[src/rtl/sqrt_pkg.sv]
// Shared constants for the round-robin square-root scheduler.
// Holds the FSM state encoding and the default build parameters.
package sqrt_pkg;

  // Default build parameters
  localparam int unsigned SQRT_N_REQ       = 4;
  localparam int unsigned SQRT_WIDTH       = 8;
  localparam int unsigned SQRT_TIMEOUT_CYC = 64;
  localparam int unsigned SQRT_CNT_W       = 8;

  // FSM state encoding
  localparam logic [1:0] ST_IDLE  = 2'd0;
  localparam logic [1:0] ST_START = 2'd1;
  localparam logic [1:0] ST_WAIT  = 2'd2;
  localparam logic [1:0] ST_RESP  = 2'd3;

endpackage

[src/rtl/sqrt_rr_arbiter.sv]
// Combinational rotate-priority arbiter.
// Ports:
//   i_valid  - per-requester request valid
//   i_ptr    - highest-priority requester index for this round
//   o_grant  - one-hot grant (zero when nothing is valid)
//   o_id     - encoded index of the granted requester (zero when none)
module sqrt_rr_arbiter
  import sqrt_pkg::*;
#(
  parameter int unsigned N_REQ = SQRT_N_REQ,
  parameter int unsigned ID_W  = $clog2(SQRT_N_REQ)
) (
  input  logic [N_REQ-1:0] i_valid,
  input  logic [ID_W-1:0]  i_ptr,
  output logic [N_REQ-1:0] o_grant,
  output logic [ID_W-1:0]  o_id
);

  int unsigned     w_idx;
  logic [ID_W-1:0] w_idx_b;
  logic            w_found;

  // Walk from i_ptr upward with wrap; first valid requester wins
  always_comb begin
    o_grant = '0;
    o_id    = '0;
    w_found = 1'b0;
    w_idx   = 0;
    w_idx_b = '0;
    for (int unsigned k = 0; k < N_REQ; k++) begin
      w_idx = int'(i_ptr) + k;
      if (w_idx >= N_REQ) begin
        w_idx = w_idx - N_REQ;
      end
      w_idx_b = ID_W'(w_idx);
      if (!w_found && i_valid[w_idx_b]) begin
        w_found          = 1'b1;
        o_grant[w_idx_b] = 1'b1;
        o_id             = w_idx_b;
      end
    end
  end

endmodule

[src/rtl/sqrt_arbiter.sv]
// Round-robin scheduler sharing one sequential square-root core among
// N_REQ requesters. One job in flight: accept, launch, wait for done or
// watchdog, then hold the response until the consumer takes it.
// Ports:
//   clk, rst_n      - clock, asynchronous active-low reset
//   req_valid_i     - per-requester request valid
//   req_operand_i   - packed operands, requester i at [i*WIDTH +: WIDTH]
//   req_ready_o     - one-hot accept (combinational, IDLE only)
//   rsp_valid_o     - response valid, held until rsp_ready_i
//   rsp_ready_i     - response consumer ready
//   rsp_root_o      - core result, 0 on timeout
//   rsp_id_o        - index of the served requester
//   rsp_timeout_o   - watchdog fired
//   rsp_cycles_o    - WAIT cycles spent
//   core_start_o    - one-cycle launch pulse
//   core_operand_o  - operand to the core, held from START through WAIT
//   core_done_i     - core result valid (sampled in WAIT only)
//   core_root_i     - core result
module sqrt_arbiter
  import sqrt_pkg::*;
#(
  parameter int unsigned N_REQ       = SQRT_N_REQ,
  parameter int unsigned WIDTH       = SQRT_WIDTH,
  parameter int unsigned TIMEOUT_CYC = SQRT_TIMEOUT_CYC,
  parameter int unsigned CNT_W       = SQRT_CNT_W,
  localparam int unsigned ID_W       = $clog2(N_REQ),
  localparam int unsigned ROOT_W     = WIDTH / 2
) (
  input  logic                   clk,
  input  logic                   rst_n,
  input  logic [N_REQ-1:0]       req_valid_i,
  input  logic [N_REQ*WIDTH-1:0] req_operand_i,
  output logic [N_REQ-1:0]       req_ready_o,
  output logic                   rsp_valid_o,
  input  logic                   rsp_ready_i,
  output logic [ROOT_W-1:0]      rsp_root_o,
  output logic [ID_W-1:0]        rsp_id_o,
  output logic                   rsp_timeout_o,
  output logic [CNT_W-1:0]       rsp_cycles_o,
  output logic                   core_start_o,
  output logic [WIDTH-1:0]       core_operand_o,
  input  logic                   core_done_i,
  input  logic [ROOT_W-1:0]      core_root_i
);

  // Registered state
  logic [1:0]        r_state;
  logic              r_armed;
  logic [ID_W-1:0]   r_ptr;
  logic [ID_W-1:0]   r_id;
  logic [WIDTH-1:0]  r_operand;
  logic [CNT_W-1:0]  r_cnt;
  logic              r_core_start;
  logic              r_rsp_valid;
  logic [ROOT_W-1:0] r_rsp_root;
  logic [ID_W-1:0]   r_rsp_id;
  logic              r_rsp_timeout;
  logic [CNT_W-1:0]  r_rsp_cycles;

  // Next-state values
  logic [1:0]        w_state_nxt;
  logic [ID_W-1:0]   w_ptr_nxt;
  logic [ID_W-1:0]   w_id_nxt;
  logic [WIDTH-1:0]  w_operand_nxt;
  logic [CNT_W-1:0]  w_cnt_nxt;
  logic              w_core_start_nxt;
  logic              w_rsp_valid_nxt;
  logic [ROOT_W-1:0] w_rsp_root_nxt;
  logic [ID_W-1:0]   w_rsp_id_nxt;
  logic              w_rsp_timeout_nxt;
  logic [CNT_W-1:0]  w_rsp_cycles_nxt;

  logic [N_REQ-1:0]  w_grant;
  logic [ID_W-1:0]   w_grant_id;
  logic [WIDTH-1:0]  w_sel_operand;
  logic              w_accept;

  sqrt_rr_arbiter #(
    .N_REQ (N_REQ),
    .ID_W  (ID_W)
  ) u_rr (
    .i_valid (req_valid_i),
    .i_ptr   (r_ptr),
    .o_grant (w_grant),
    .o_id    (w_grant_id)
  );

  // r_armed keeps ready low until the first edge after reset release
  assign req_ready_o = (r_state == ST_IDLE && r_armed) ? w_grant : '0;
  assign w_accept    = |req_ready_o;

  // Operand mux driven by the one-hot grant
  always_comb begin
    w_sel_operand = '0;
    for (int unsigned k = 0; k < N_REQ; k++) begin
      if (w_grant[k]) begin
        w_sel_operand = req_operand_i[k*WIDTH +: WIDTH];
      end
    end
  end

  // Next-state and registered-output logic
  always_comb begin
    w_state_nxt       = r_state;
    w_ptr_nxt         = r_ptr;
    w_id_nxt          = r_id;
    w_operand_nxt     = r_operand;
    w_cnt_nxt         = r_cnt;
    w_core_start_nxt  = 1'b0;
    w_rsp_valid_nxt   = r_rsp_valid;
    w_rsp_root_nxt    = r_rsp_root;
    w_rsp_id_nxt      = r_rsp_id;
    w_rsp_timeout_nxt = r_rsp_timeout;
    w_rsp_cycles_nxt  = r_rsp_cycles;

    case (r_state)
      ST_IDLE: begin
        w_rsp_valid_nxt = 1'b0;
        if (w_accept) begin
          w_operand_nxt    = w_sel_operand;
          w_id_nxt         = w_grant_id;
          w_ptr_nxt        = (w_grant_id == ID_W'(N_REQ - 1)) ? '0
                                                               : w_grant_id + ID_W'(1);
          w_core_start_nxt = 1'b1;
          w_state_nxt      = ST_START;
        end
      end

      ST_START: begin
        w_cnt_nxt   = '0;
        w_state_nxt = ST_WAIT;
      end

      ST_WAIT: begin
        w_cnt_nxt = (r_cnt == {CNT_W{1'b1}}) ? r_cnt : r_cnt + CNT_W'(1);
        // done has priority over a simultaneous watchdog expiry
        if (core_done_i) begin
          w_rsp_valid_nxt   = 1'b1;
          w_rsp_root_nxt    = core_root_i;
          w_rsp_id_nxt      = r_id;
          w_rsp_timeout_nxt = 1'b0;
          w_rsp_cycles_nxt  = r_cnt;
          w_state_nxt       = ST_RESP;
        end else if (r_cnt == CNT_W'(TIMEOUT_CYC - 1)) begin
          w_rsp_valid_nxt   = 1'b1;
          w_rsp_root_nxt    = '0;
          w_rsp_id_nxt      = r_id;
          w_rsp_timeout_nxt = 1'b1;
          w_rsp_cycles_nxt  = CNT_W'(TIMEOUT_CYC);
          w_state_nxt       = ST_RESP;
        end
      end

      ST_RESP: begin
        w_rsp_valid_nxt = 1'b1;
        if (rsp_ready_i) begin
          w_rsp_valid_nxt = 1'b0;
          w_state_nxt     = ST_IDLE;
        end
      end

      default: begin
        w_state_nxt       = ST_IDLE;
        w_cnt_nxt         = '0;
        w_rsp_valid_nxt   = 1'b0;
        w_rsp_root_nxt    = '0;
        w_rsp_id_nxt      = '0;
        w_rsp_timeout_nxt = 1'b0;
        w_rsp_cycles_nxt  = '0;
        w_operand_nxt     = '0;
      end
    endcase
  end

  // State and output registers
  always_ff @(posedge clk or negedge rst_n) begin
    if (!rst_n) begin
      r_state       <= ST_IDLE;
      r_armed       <= 1'b0;
      r_ptr         <= '0;
      r_id          <= '0;
      r_operand     <= '0;
      r_cnt         <= '0;
      r_core_start  <= 1'b0;
      r_rsp_valid   <= 1'b0;
      r_rsp_root    <= '0;
      r_rsp_id      <= '0;
      r_rsp_timeout <= 1'b0;
      r_rsp_cycles  <= '0;
    end else begin
      r_state       <= w_state_nxt;
      r_armed       <= 1'b1;
      r_ptr         <= w_ptr_nxt;
      r_id          <= w_id_nxt;
      r_operand     <= w_operand_nxt;
      r_cnt         <= w_cnt_nxt;
      r_core_start  <= w_core_start_nxt;
      r_rsp_valid   <= w_rsp_valid_nxt;
      r_rsp_root    <= w_rsp_root_nxt;
      r_rsp_id      <= w_rsp_id_nxt;
      r_rsp_timeout <= w_rsp_timeout_nxt;
      r_rsp_cycles  <= w_rsp_cycles_nxt;
    end
  end

  assign rsp_valid_o    = r_rsp_valid;
  assign rsp_root_o     = r_rsp_root;
  assign rsp_id_o       = r_rsp_id;
  assign rsp_timeout_o  = r_rsp_timeout;
  assign rsp_cycles_o   = r_rsp_cycles;
  assign core_start_o   = r_core_start;
  assign core_operand_o = r_operand;

endmodule

[config.mk]
export PLATFORM = sky130hd
export DESIGN_NAME = sqrt_arbiter
export DESIGN_NICKNAME = d
export VERILOG_FILES = /design/src/rtl/sqrt_pkg.sv /design/src/rtl/sqrt_rr_arbiter.sv /design/src/rtl/sqrt_arbiter.sv
export SDC_FILE = /design/constraint.sdc
export NUM_CORES = 1
export LEC_CHECK = 0
export CAP_MARGIN = 20
export CORE_MARGIN = 3
export CORE_UTILIZATION = 51
export DETAILED_ROUTE_END_ITERATION = 8
export GPL_TIMING_DRIVEN = 0
export PLACE_DENSITY = 0.84
export SLEW_MARGIN = 20
export SYNTH_ARGS = -nofsm -noshare
export SYNTH_HDL_FRONTEND = slang
export SYNTH_HIERARCHICAL = 1
export SYNTH_SLANG_ARGS = --single-unit
[constraint.sdc]
create_clock -name clk -period 9.1 [get_ports clk]
set_input_delay 1.365 -clock clk [delete_from_list [all_inputs] [get_ports clk]]
set_output_delay 1.365 -clock clk [all_outputs]
set_load 0.005 [all_outputs]
==> metrics.txt <==
leading cell type by number of instances after synthesis=dfrtp_1; cts bufs inserted=5; final worst slack=3.219 ns; Hold/Removal Path Class=flip-flop to flip-flop; synthesis-to-finish area growth=38.39%; fin nets=392; # port buffers=70; Main synth FF type=dfrtp_1; Yosys cell types=48; post-route ant nets=0; post-DP HPWL=4.451 mm; leak pwr=1.501 nW; Critical Path End Type=output pin; Remaining DRCs=0; Filler cells=304; setup violators final=0; max-slew violation count=0; CP startpoint kind=primary input; Cell Pwr Density=341.3 mW/mm2; clock-pin transition on the worst setup and hold timing paths=0.08 ns; die area=0.005756 mm2; CTS Sinks=40; vias in the first global route=2184; asr flop ratio synth=100.0%; status=finished, final reports clean; TNS Setup=0 ns; placed instance area=0.003287 mm2; reg2reg setup slack=5.32 ns; EDFF count, synth=0; drt total wl=6.275 mm; post-synthesis instance area=0.002490 mm2; area leader, netlist=dfrtp_1; grt ovf=0; WS Path Type=primary input to output pin; CTS Buffer Depth=2; Final Hold Viols=0; Seq cells post-synth=40; synth top area cells=dfrtp_1 (40%), ha_1 (5.5%), a22o_1 (4.2%); worst path required time=7.74 ns; Seq/Total Area, Yosys=40.20%; layout cells sized above 1=13.02%; Diodes inserted=0; die height=75.87 um; routed vias=2337; transition time at the pin with the least slew margin=0.6719 ns; Critical Path AT=4.52 ns; Initial Utilization=54.91%; synth cell count leaders=dfrtp_1 (40), nand2_1 (23), inv_1 (18); DIE WIDTH=75.87 um; Final Cycle Share=64.62%; clock root buffer=clkbuf_8; via/cell ratio=5.799; Post-CTS Hold Buffers=0; worst rel slew slack=54.83%; Peak VDD IR=0.0001787 V; Cells after Synth=259; H-tree levels=2; antenna violations before repair=0; Top Ports=73; CP max FO=10; Yosys top cell area share=40.20%; core box area=0.004534 mm2; Final Instance Area=0.003446 mm2; Setup crit start=req_valid_i[1]; Iteration-0 DRC Markers=268; WL/cell=15.57 um; largest net degree at the start of global routing=26; Final Util=75.99%; buffer count from post-CTS setup fixing=0; Setup WS pre-CTS=3.270 ns; row cnt=24; synth warn=6; Max-Cap Viols=0; power consumption=1.176 mW; hold wc startpoint=rsp_root_o[3]; post_cts resized=0; first-pass GRT wire length=10.19 mm; Tmin final=5.881 ns; syn_nets=314; TritonCTS clock tree=built; Placer Congestion=0.8343; RSZ-0062 raised after global routing=no; DRT Pass-1 Iters=4; Reg-to-Reg Start=r_ptr[0]; Fmax achieved=0.1700 GHz; GRT Util Overall=23.54%; Post-Syn Area per Cell=9.613 um2; clk_skew=0.003135 ns; clk_lat worst skew=0.29 ns
-- flip-flops by register name, indices dropped and copies added (netlist names) --
register and cells:
core_operand_o 8, core_start_o 1, r_armed 1, r_cnt 8
r_id 2, r_ptr 2, r_state 2, rsp_cycles_o 8
rsp_id_o 2, rsp_root_o 4, rsp_timeout_o 1, rsp_valid_o 1
-- area by class of cell --
class | instances | area (um2) | area share (%)
inverters | 18 | 67.56 | 1.961
multi-input cells | 180 | 1306 | 37.91
repair buffers | 71 | 715.7 | 20.77
well taps | 65 | 81.33 | 2.360
plain buffers | 21 | 115.1 | 3.341
flip-flops and latches | 40 | 1001 | 29.05
clock inverters | 3 | 90.09 | 2.614
clock buffers | 5 | 68.82 | 1.997
-- worst paths after layout --
check | end | cells past startpoint
min in group asynchronous | rsp_id_o[1] | 1
max | req_ready_o[3] | 10
max in group asynchronous | r_cnt[4] | 2
max reg2reg | core_operand_o[7] | 14
min reg2reg | rsp_root_o[3] | 1
min | rsp_root_o[3] | 1
-- where the power goes --
group | switching (mW) | internal (mW)
Combinational | 0.331 | 0.351
Sequential | 0.0486 | 0.245
Clock | 0.0632 | 0.137
Total | 0.443 | 0.733
-- per-layer routing --
| metal | global-route usage (%) | routed length [um] |
|---|---|---|
| met1 | 30.07 | 2741 |
| met2 | 37.93 | 2905 |
| met3 | 8.575 | 559 |
| met4 | 5.825 | 68 |
| met5 | 0 | 0 |
-- metrics by stage --
step | cells | hold slack, ns
after floorplan | 259 | 0.4766
after global routing | 403 | 0.5251
after detailed placement | 395 | 0.4810
final | 403 | 0.5025
after global placement | 394 | 0.4813
after CTS | 403 | 0.5069
-- cells in the final DEF, fill, tap and decap left out, drive strengths merged, types with 2 or more instances in the layout --
master,n
clkdlybuf4s50,69
dfrtp,40
nand2,23
inv,18
nor2,16
a31oi,14
buf,14
clkbuf,14
o21ai,13
a22o,12
ha,11
a221oi,9
a211o,8
a21oi,8
mux2,7
nand3,6
and3,6
nor2b,5
nand2b,4
nor3,4
a221o,4
nor3b,3
or3,3
bufinv,3
mux4,3
a211oi,2
and3b,2
mux2i,2
or2,2
-- critical path: stages --
cell             delay, ns
clkdlybuf4s50_1       0.47
clkbuf_2              0.20
nor3b_1               0.19
o21ai_0               0.10
o31ai_1               0.57
a221o_2               0.29
buf_2                 0.21
buf_1                 0.39
and3_1                0.23
clkdlybuf4s50_1       0.50
-- cells by family (layout without fill, tap and decap cells) --
group | after synthesis | in the layout | share of synthesized area (%)
muxes | 12 | 12 | 7.135
other | 1 | 1 | 0.1506
AOI/OAI and AO/OA | 79 | 79 | 23.57
adders and majority gates | 11 | 11 | 5.528
DFF | 40 | 40 | 40.20
buffers and inverters | 39 | 118 | 7.336
and+or+nand+nor | 77 | 77 | 16.08
Power figures use the tool's default switching activity.
